===== src/rtl/hmnoc_router_node.sv =====
// Circuit-switched 5-port HM-NoC router node: input FIFOs, run-time routing table, atomic multicast.
// Optional per-output delivered-flit counters are enabled with the macro ROUTER_PERF_CNT_EN.
module hmnoc_router_node #(
    parameter int DATA_WIDTH = 16,
    parameter int FIFO_DEPTH = 4,
    parameter int CNT_WIDTH  = 32
) (
    input  logic                  clk,
    input  logic                  reset,
    input  logic [DATA_WIDTH-1:0] in_data   [5],
    input  logic [4:0]            in_valid,
    output logic [4:0]            in_ready,
    output logic [DATA_WIDTH-1:0] out_data  [5],
    output logic [4:0]            out_valid,
    input  logic [4:0]            out_ready,
    input  logic                  cfg_we,
    input  logic [2:0]            cfg_port,
    input  logic [2:0]            cfg_src,
    input  logic                  cnt_clr,
    output logic [CNT_WIDTH-1:0]  flit_cnt  [5]
);

    localparam int AW = $clog2(FIFO_DEPTH);
    localparam int PW = AW + 1;

    logic [DATA_WIDTH-1:0] mem [5][FIFO_DEPTH];
    logic [PW-1:0]         wr_ptr [5];
    logic [PW-1:0]         rd_ptr [5];
    logic [2:0]            sel [5];

    logic [4:0]            empty;
    logic [4:0]            full;
    logic [4:0]            push;
    logic [4:0]            fwd;
    logic [4:0]            slot_free;
    logic [4:0]            load;
    logic [4:0]            cons [5];
    logic [DATA_WIDTH-1:0] head [5];
    logic [DATA_WIDTH-1:0] load_data [5];

    always_comb begin
        empty = '0;
        full  = '0;
        for (int i = 0; i < 5; i++) begin
            empty[i] = (wr_ptr[i] == rd_ptr[i]);
            full[i]  = (wr_ptr[i][AW] != rd_ptr[i][AW]) &&
                       (wr_ptr[i][AW-1:0] == rd_ptr[i][AW-1:0]);
            head[i]  = mem[i][rd_ptr[i][AW-1:0]];
        end
    end

    assign in_ready  = reset ? 5'b00000 : ~full;
    assign push      = in_valid & in_ready;
    assign slot_free = ~out_valid | out_ready;

    // cons[i][o]: output o takes input i; a U-turn or a source code of 5..7 never matches.
    always_comb begin
        fwd  = '0;
        load = '0;
        for (int i = 0; i < 5; i++) begin
            cons[i] = '0;
            for (int o = 0; o < 5; o++) begin
                cons[i][o] = (sel[o] == 3'(i)) && (i != o);
            end
        end
        for (int o = 0; o < 5; o++) begin
            load_data[o] = '0;
        end
        for (int i = 0; i < 5; i++) begin
            fwd[i] = !empty[i] && (|cons[i]) && ((cons[i] & ~slot_free) == 5'b00000);
            for (int o = 0; o < 5; o++) begin
                if (fwd[i] && cons[i][o]) begin
                    load[o]      = 1'b1;
                    load_data[o] = head[i];
                end
            end
        end
    end

    always_ff @(posedge clk) begin
        for (int i = 0; i < 5; i++) begin
            if (push[i]) begin
                mem[i][wr_ptr[i][AW-1:0]] <= in_data[i];
            end
        end
    end

    always_ff @(posedge clk) begin
        if (reset) begin
            for (int i = 0; i < 5; i++) begin
                wr_ptr[i] <= '0;
                rd_ptr[i] <= '0;
            end
        end else begin
            for (int i = 0; i < 5; i++) begin
                if (push[i]) begin
                    wr_ptr[i] <= wr_ptr[i] + PW'(1);
                end
                if (fwd[i]) begin
                    rd_ptr[i] <= rd_ptr[i] + PW'(1);
                end
            end
        end
    end

    always_ff @(posedge clk) begin
        if (reset) begin
            for (int o = 0; o < 5; o++) begin
                sel[o] <= 3'd7;
            end
        end else if (cfg_we) begin
            for (int o = 0; o < 5; o++) begin
                if (cfg_port == 3'(o)) begin
                    sel[o] <= cfg_src;
                end
            end
        end
    end

    // A held (blocked) slot keeps its data and valid; a free slot either reloads or empties.
    always_ff @(posedge clk) begin
        if (reset) begin
            out_valid <= '0;
            for (int o = 0; o < 5; o++) begin
                out_data[o] <= '0;
            end
        end else begin
            for (int o = 0; o < 5; o++) begin
                if (load[o]) begin
                    out_valid[o] <= 1'b1;
                    out_data[o]  <= load_data[o];
                end else if (slot_free[o]) begin
                    out_valid[o] <= 1'b0;
                end
            end
        end
    end

`ifdef ROUTER_PERF_CNT_EN
    logic [CNT_WIDTH-1:0] cnt [5];

    always_ff @(posedge clk) begin
        for (int o = 0; o < 5; o++) begin
            if (reset || cnt_clr) begin
                cnt[o] <= '0;
            end else if (out_valid[o] && out_ready[o]) begin
                cnt[o] <= cnt[o] + CNT_WIDTH'(1);
            end
        end
    end

    always_comb begin
        for (int o = 0; o < 5; o++) begin
            flit_cnt[o] = cnt[o];
        end
    end
`else
    logic unused_cnt_clr;
    assign unused_cnt_clr = cnt_clr;

    always_comb begin
        for (int o = 0; o < 5; o++) begin
            flit_cnt[o] = '0;
        end
    end
`endif

endmodule


===== config.mk =====
export PLATFORM = sky130hd
export DESIGN_NAME = hmnoc_router_node
export DESIGN_NICKNAME = d
export VERILOG_FILES = /design/src/rtl/hmnoc_router_node.sv
export SDC_FILE = /design/constraint.sdc
export NUM_CORES = 1
export LEC_CHECK = 0
export CORE_AREA = 2 2 230 232
export CTS_BUF_LIST = sky130_fd_sc_hd__clkbuf_2
export DETAILED_ROUTE_END_ITERATION = 7
export DIE_AREA = 0 0 232 234
export PLACE_DENSITY = 0.66
export SYNTH_ARGS = -nofsm -noshare
export SYNTH_HDL_FRONTEND = slang
export SYNTH_SLANG_ARGS = --single-unit
export TNS_END_PERCENT = 5

===== constraint.sdc =====
create_clock -name clk -period 4.4 [get_ports clk]
set_input_delay 0.44 -clock clk [delete_from_list [all_inputs] [get_ports clk]]
set_output_delay 0.44 -clock clk [all_outputs]
set_load 0.05 [all_outputs]

### Yosys cells after proc, flatten, opt, wreduce, memory -nomap -nowiden

Memories as Yosys holds them, arrays and structs flattened.
Cells that the tools add are included.

| word-level totals | value |
|---|---|
| input bits | 100 |
| RAM bits | 365 |
| logic and storage cells | 322 |
| memories | 4 |
| output and inout bits | 250 |
| register bits | 85 |

Memory list:

| name | depth | width | read ports | clocked after memory_dff | write ports | line | source |
|---|---|---|---|---|---|---|---|
| mem | 5 | 64 | 5 | 0 | 5 | 26 | `logic [DATA_WIDTH-1:0] mem [5][FIFO_DEPTH];` |
| rd_ptr | 5 | 3 | 5 | 0 | 5 | 28 | `logic [PW-1:0] rd_ptr [5];` |
| sel | 5 | 3 | 5 | 0 | 5 | 29 | `logic [2:0] sel [5];` |
| wr_ptr | 5 | 3 | 5 | 0 | 5 | 27 | `logic [PW-1:0] wr_ptr [5];` |

| cells by class | value |
|---|---|
| mux-type cells | 148 |
| bitwise gates (word level) | 35 |
| eq/ne operators | 35 |
| add/subtract/negate cells | 10 |
| reductions and logical operators | 65 |
| magnitude comparators | 15 |

Operators by type and width:

| kind | number |
|---|---|
| 2-to-1 mux 16 bit | 35 |
| 2-to-1 mux 64 bit | 5 |
| binary-select mux 16 bit (select 2 bit) | 5 |
| demux 16 bit (select 2 bit) | 5 |
| 2-to-1 mux 1 bit | 82 |
| 2-to-1 mux 3 bit | 15 |
| logical AND 1 bit | 40 |
| adder 3 x 1 -> 3 bit, second input constant | 10 |
| == test 3 x 2 -> 1 bit, second input constant | 10 |
| >= comparator 3 bit, second input constant | 10 |
| inverter 2 -> 3 bit | 10 |
| AND 5 bit | 5 |
| logical NOT 5 bit | 5 |
| OR reduction 4 bit | 5 |
| == test 3 x 1 -> 1 bit, second input constant | 5 |
| == test 3 bit | 5 |
| == test 3 bit, second input constant | 5 |
| logical NOT 3 bit | 5 |
| < comparator 3 x 1 -> 1 bit, second input constant | 5 |
| inverter 5 bit | 3 |
| bitwise OR 1 bit | 15 |
| == test 2 bit | 5 |
| nonzero test 2 bit | 5 |
| AND 4 x 5 -> 5 bit | 1 |
| 4 further kinds | 12 |

### Depth between registers and ports, before layout

Gate-level depths: netlist of run 1.

| depth | value |
|---|---|
| depth after elaboration | 12 |
| gate-level depth with buffers | 11 |
| gate-level depth less buffers | 6 |

### Worst setup path after synthesis of run 1

No wires, ideal clock.

| timing path | value |
|---|---|
| path kind | register -> register |
| start | memory rd_ptr[0][0] in the netlist's numbering |
| end | memory wr_ptr[0][11] in the netlist's numbering, data pin |
| setup slack | 1.536 ns |
| buffers on the path | 2 |
| setup time | 0.257 ns |
| arrival time | 2.607 ns |
| clock period less this slack | 2.864 ns |
| stages on the path, launching flop included | 9 |
| data required time | 4.143 ns |
| cells stage by stage | edfxtp_1 buf_4 xnor2_1 a31oi_1 and2_1 nor2_1 nor4b_1 buf_2 nor2_1 |

RTL lines:

| element | line |
|---|---|
| from (decl) | 28 |
| to (decl) | 27 |

==> results of run 1 <==
-- where the power goes --
part / leakage [nW] / switching (W) / internal [W]
clock: 0.753 / 0.00167 / 0.00105
sequential: 4.07 / 0.000432 / 0.00539
combinational: 3.72 / 0.00440 / 0.00201
total: 8.54 / 0.00650 / 0.00845
-- logic make-up after synthesis --
kind of cell               after synthesis  synth area share
AOI/OAI and AO/OA                      299            0.1084
xor gates and xnor gates                26           0.01106
muxes                                   80           0.08752
other                                    1         0.0001822
and+or+nand+nor                        310           0.08047
DFF                                    450            0.6150
buffers and inverters                  265           0.08217
adders and majority gates               25           0.01519
-- tightest hold or removal path: cells and delay by family --
kind | cells | cell delay, ns
buffers and inverters | 1 | 0.53
AOI/OAI and AO/OA | 1 | 0.08
and+or+nand+nor | 1 | 0.18
-- cell usage in the layout, fill, tap and decap left out, types with 15 or more instances in the layout --
cell type,Yosys,layout
sky130_fd_sc_hd__a21oi_1,15,15
sky130_fd_sc_hd__buf_4,165,29
sky130_fd_sc_hd__a221o_1,27,27
sky130_fd_sc_hd__and2_1,18,18
sky130_fd_sc_hd__a22oi_1,38,38
sky130_fd_sc_hd__dfxtp_1,85,85
sky130_fd_sc_hd__nor2_1,71,71
sky130_fd_sc_hd__nand2_1,86,86
sky130_fd_sc_hd__clkbuf_2,0,161
sky130_fd_sc_hd__and3_1,20,20
sky130_fd_sc_hd__clkdlybuf4s50_1,0,187
sky130_fd_sc_hd__clkinv_1,0,21
sky130_fd_sc_hd__mux4_2,80,80
sky130_fd_sc_hd__a31oi_1,49,49
sky130_fd_sc_hd__inv_1,24,23
sky130_fd_sc_hd__o21ai_0,45,45
sky130_fd_sc_hd__dlygate4sd3_1,0,85
sky130_fd_sc_hd__ha_1,25,25
sky130_fd_sc_hd__xnor2_1,18,18
sky130_fd_sc_hd__edfxtp_1,365,365
sky130_fd_sc_hd__conb_1,1,160
-- per-layer routing --
layer  global-route usage  vias up
met4              0.09014        2
met3              0.05071       99
met2               0.3658      844
met5                    0        -
met1               0.2884     6883
li1                     -     6133
-- area by class of cell --
type | instances | area (um^2)
fillers | 4646 | 27610
inverters | 24 | 90.09
well taps | 688 | 860.8
flip-flops and latches | 450 | 12660
clock inverters | 35 | 186.4
multi-input cells | 900 | 6854
diodes | 3 | 7.507
clock buffers | 161 | 805.8
repair buffers | 302 | 2945
-- flip-flops by register name (all words and copies together), names as in the netlist --
signal and flops:
mem 320, sel 15, wr_ptr 15, out_data 80, out_valid 5, rd_ptr 15
-- stage by stage --
stage	instance area [um^2]	utilization	setup WS [ns]	hold slack, ns
after floorplan	21180	-	1.536	0.5389
after global placement	22560	0.4337	0.7892	0.4558
after detailed placement	22560	0.4337	0.7147	0.4653
after CTS	24400	0.4691	0.3114	0.02239
after global routing	24410	0.4692	0.2156	0.09882
final	24410	0.4692	0.4008	0.1449
-- how the worst min path moves through the flow --
stage	startpoint	to	slack (ns)	cells after the start
after global placement	out_data[33]	out_data[33]	0.46	1
final	out_ready[3]	out_valid[3]	0.14	3
after detailed placement	out_data[32]	out_data[32]	0.47	1
after floorplan	in_data[64]	mem[0][0]	0.54	0
after global routing	cfg_port[2]	sel[0][12]	0.1	3
after CTS	out_ready[3]	out_valid[3]	0.02	3
==> metrics.txt, run 1 <==
result of the run=finished clean; slew at the pin closest to its max-slew limit=1.144 ns; number of buffers added by the clock tree synthesis step=110; vias in the first global route=13,140; clock latency on the worst-skew pair=1.17 ns; sequential area share after synthesis=0.6150; WP data required=3.96 ns; initial antenna violation count=3; wire length of the first global-routing pass=87,110 um; Root Buffer Master=sky130_fd_sc_hd__clkbuf_2; number of pins with negative max-slew slack in the final report=0; Worst Path Buf+Inv=2; final global-route overflow total=0; Seq cells post-synth=450; H-Tree Level Count=3; class of the worst hold path=input pin to flop; Cell variety after synth=74; core area=52,020 um^2; count of cell instances traversed by the critical path=5; largest vdd supply drop=0.0002625 V; vias per cell=5.447; final setup TNS=0 ns; Critical Path Slowest Stage Cell=sky130_fd_sc_hd__clkdlybuf4s50_1; Syn-to-layout area delta=18.58%; number of vias in the routed layout=13,960; cell types occupying the most area after synthesis=sky130_fd_sc_hd__edfxtp_1 (53%), sky130_fd_sc_hd__mux4_2 (8.8%), sky130_fd_sc_hd__dfxtp_1 (8.3%), sky130_fd_sc_hd__buf_4 (6.0%), sky130_fd_sc_hd__nand2_1 (1.6%); cell types with the highest counts after synthesis=sky130_fd_sc_hd__edfxtp_1 (365), sky130_fd_sc_hd__buf_4 (165), sky130_fd_sc_hd__nand2_1 (86); Post-Synthesis Cell Area=20,590 um^2; kind of start point of the critical path=flop; Avg WL per Cell=23.79 um; final setup fails=0; floorplan die area=54,290 um^2; maximum number of pins on one net before global-route repair=57; routed length on met3=5602 um; DRT Pass-1 Iters=6; Resized cells post-CTS=0; element type at the critical path end=output port; clk buf depth=3; Async SR Flop Fraction=0; clock sinks=450; placed wire-length estimate=44,710 um; share of the cycle needed by the critical path after routing=0.9089; most used flip-flop cell after synthesis=sky130_fd_sc_hd__edfxtp_1; fraction of layout instances using a drive strength above 1=0.1693; Final nets=1,913; number of non-filler instances in the completed layout=2,563; Overall Power=0.01494 W; Worst R2R Start=rd_ptr[0][10]; Final Critical Period=3.999 ns; overall fraction of global-route tracks in use=0.2235; antenna viol nets, final=0; die extent in y=234 um; TritonCTS clock tree=done; data arrival time at the worst-slack endpoint=3.56 ns; hold buffers post-CTS=85; number of setup buffers added after CTS=0; 1st-iter DRT viols=1,578; Die W=232 um; synthesis warning total=0; length of routed wiring on met1=24,020 um; Worst-path clk slew=0.11 ns; most frequent cell after synthesis=sky130_fd_sc_hd__edfxtp_1; worst-case clock skew=0.09268 ns; Avg Cell Area, Syn=14.14 um^2; worst setup path category=flop to output port; ordered cell list for the critical path=buf_4 > xor2_1 > nor2_1 > a21oi_1 > clkdlybuf4s50_1; number of DRC violations after detailed routing=0; count of input and output buffers=188; count of maximum capacitance violations=0; area leader, netlist=sky130_fd_sc_hd__edfxtp_1; total wire length=60,980 um; largest stage delay on the critical path=0.93 ns; unrepaired setup endpoints after global routing=false; cell total after placement=2,279; highest metal used=met5; number of cells on the worst reg-to-reg path=8; internal reg-to-reg setup slack=0.91 ns; Cells after Synth=1,456; EDFF count, synth=365; pwr/cell area=612.1 nW/um^2; count of final hold-check violations=0; area fraction of the dominant cell type after synthesis=0.5324; static leakage=8.540 nW; capturing element of the worst setup path=in_ready[3]; Ports=350; gpl congestion=0.9414; top cell family by delay on the critical path=buffers and inverters; Max-Slew Margin vs Limit=0.2331; Site Rows=84; maximum fanout along the worst path=18; Initial Utilization=0.3957; wire length on met2=29,400 um; source of the critical timing path=rd_ptr[0][10]; Reg2Reg Capture Point=out_data[74]; highest achievable clock rate=250.1 MHz
Power figures use the tool's default switching activity.
==> run 2, diff against run 1 <==
--- a/config.mk
+++ b/config.mk
@@ -9,7 +9,8 @@
 export CTS_BUF_LIST = sky130_fd_sc_hd__clkbuf_2
 export DETAILED_ROUTE_END_ITERATION = 7
 export DIE_AREA = 0 0 232 234
-export PLACE_DENSITY = 0.66
+export PLACE_DENSITY = 0.68
+export SETUP_SLACK_MARGIN = 0.02
 export SYNTH_ARGS = -nofsm -noshare
 export SYNTH_HDL_FRONTEND = slang
 export SYNTH_SLANG_ARGS = --single-unit
==> constraint.sdc (replaced) <==
create_clock -name clk -period 3.25 [get_ports clk]
set_input_delay 0.325 -clock clk [delete_from_list [all_inputs] [get_ports clk]]
set_output_delay 0.325 -clock clk [all_outputs]
set_load 0.05 [all_outputs]
==> metrics.txt, run 2 (synthesis results as in run 1) <==
clk buf depth=3 (unchanged); Root Buffer Master=sky130_fd_sc_hd__clkbuf_2; highest achievable clock rate=334.7 MHz; number of DRC violations after detailed routing=2 (+2); Resized cells post-CTS=0 (unchanged); H-Tree Level Count=3 (unchanged); total wire length=60,630 um (-0.57%); final std cell area, no fill=24,620 um^2 (+0.85%); Initial Utilization=0.3957 (unchanged); overall fraction of global-route tracks in use=0.2230 (-0.0004727); vias in the first global route=13,470 (+2.5%); number of buffers added by the clock tree synthesis step=105 (-4.5%); class of the worst hold path=input pin to flop; Worst-path clk slew=0.11 ns (about the same); static leakage=8.680 nW (+1.6%); final setup TNS=0 ns (unchanged); count of cell instances traversed by the critical path=4 (-1); worst-case clock skew=0.1318 ns (+0.03908 ns); count of maximum capacitance violations=0 (unchanged); floorplan die area=54,290 um^2 (unchanged); max FFs per register=320 (unchanged); number of non-filler instances in the completed layout=2,587 (+0.94%); Final nets=1,944 (+1.6%); clock latency on the worst-skew pair=1.17 ns (about the same); Avg WL per Cell=23.44 um (-1.5%); Site Rows=84 (unchanged); vias per cell=5.409 (-0.70%); WP data required=2.92 ns (-1.04 ns); failing checks=design-rule violations; Critical Path Slowest Stage Cell=sky130_fd_sc_hd__edfxtp_1; fraction of layout instances using a drive strength above 1=0.1802 (+0.01085); pwr/cell area=820.0 nW/um^2 (+34%); Worst Path Buf+Inv=1 (-1); cell total after placement=2,306 (+1.2%); clock sinks=450 (unchanged); ordered cell list for the critical path=xnor2_1 > nand2_1 > o21a_1 > buf_4; number of pins with negative max-slew slack in the final report=0 (unchanged); Max-Slew Margin vs Limit=0.3028 (+0.06966); number of instances on the worst hold path=3 (unchanged); worst setup path category=flop to output port; Final Critical Period=2.988 ns; kind of start point of the critical path=flop; die extent in y=234 um (unchanged); TritonCTS clock tree=done; maximum number of pins on one net before global-route repair=57 (unchanged); Final Util=0.4732 (+0.003992); instance area after placement=22,750 um^2 (+0.82%); gpl congestion=1.000 (+6.2%); Worst Setup Slack post-DPL=0.2044 ns (-0.5103 ns); Die W=232 um (unchanged); 1st-iter DRT viols=1,649 (+4.5%); maximum fanout along the worst path=6 (-12); commonest non-fill, non-tap cell in the layout=sky130_fd_sc_hd__edfxtp_1; final setup fails=0 (unchanged); count of input and output buffers=188 (unchanged); wire length of the first global-routing pass=87,230 um (+0.13%); slew at the pin closest to its max-slew limit=1.046 ns (-0.09826 ns); antenna viol nets, final=0 (unchanged); result of the run=finished with violations; final global-route overflow total=0 (unchanged); number of vias in the routed layout=13,990 (+0.23%); top cell family by delay on the critical path=flip-flops; element type at the critical path end=output port; core area=52,020 um^2 (unchanged); commonest cells after routing, fill and taps aside=sky130_fd_sc_hd__edfxtp_1 (365), sky130_fd_sc_hd__clkdlybuf4s50_1 (182), sky130_fd_sc_hd__conb_1 (160); DRT Pass-1 Iters=8 (+2); count of final hold-check violations=0 (unchanged); largest stage delay on the critical path=0.51 ns (-0.42 ns); Ports=350 (unchanged); initial antenna violation count=1 (-2); unrepaired setup endpoints after global routing=false; smallest setup slack after layout=0.2624 ns (-0.1384 ns); number of cells on the worst reg-to-reg path=6 (-2); Syn-to-layout area delta=19.59%; share of the cycle needed by the critical path after routing=0.9192; placed wire-length estimate=44,990 um (+0.63%); Fillers=4,517 (-2.8%); data arrival time at the worst-slack endpoint=2.66 ns (-0.90 ns); largest vdd supply drop=0.0004712 V (+80%)
[run 2: changes by cell type in the layout (fill, tap and decap cells not counted), moves of 2 or more]
cell                              before  now
sky130_fd_sc_hd__clkinvlp_4            4    1
sky130_fd_sc_hd__buf_4                29   61
sky130_fd_sc_hd__dlygate4sd3_1        85   94
sky130_fd_sc_hd__clkbuf_2            161  158
sky130_fd_sc_hd__clkinv_1             21   17
sky130_fd_sc_hd__clkinv_4              0    4
sky130_fd_sc_hd__clkdlybuf4s50_1     187  182
sky130_fd_sc_hd__clkinv_2              7    4
sky130_fd_sc_hd__diode_2               3    1
[run 2: final timing paths]
kind                 start           end  slack, ns
min           out_ready[4]  out_valid[4]       0.21
max reg2reg      sel[0][8]  out_data[29]       0.40
max          wr_ptr[0][12]   in_ready[4]       0.26
min reg2reg   out_data[33]  out_data[33]       0.48
[run 2: worst min-delay path, cell delays in order]
cell and delay [ns]:
sky130_fd_sc_hd__clkdlybuf4s50_1 0.46, sky130_fd_sc_hd__nand2b_1 0.31, sky130_fd_sc_hd__a21oi_1 0.18
[run 2: report_power, final]
group / internal [W] / leakage, nW / switching [W]
logic: 0.00281 / 3.89 / 0.00595
clock network: 0.00131 / 0.724 / 0.00222
registers: 0.00729 / 4.07 / 0.000613
[run 2: stage by stage]
step / power [W] / hold slack (ns)
floorplan: 0.01342 / 0.4239
global placement: 0.01648 / 0.4575
detailed placement: 0.01656 / 0.4637
CTS: 0.02019 / 0.08293
global route: 0.02102 / 0.1612
finish: 0.02019 / 0.2144
[run 2: final cells by class]
cell class	count	area [um^2]	area share
antenna	1	2.502	0.0001016
clock buffer	158	790.8	0.03212
clock inverter	28	138.9	0.005641
inverter	24	90.09	0.003659
multi-input combinational	900	6849	0.2782
sequential	450	12660	0.5143
tap	688	860.8	0.03496
timing repair buffer	338	3226	0.1310
[run 2: what timing repair did]
item / 4_1_cts / 5_1_grt
setup buffers: 0 / 0
hold endpoints to repair: 381 / 0
hold buffers: 94 / 0
[run 2: layer usage]
layer / up-vias / share of wire / track usage
li1: 6183 / - / -
met1: 6809 / 0.39 / 0.2765
met2: 871 / 0.48 / 0.3694
met3: 130 / 0.093 / 0.05557
met4: 0 / 0.035 / 0.1012
met5: - / 0 / 0
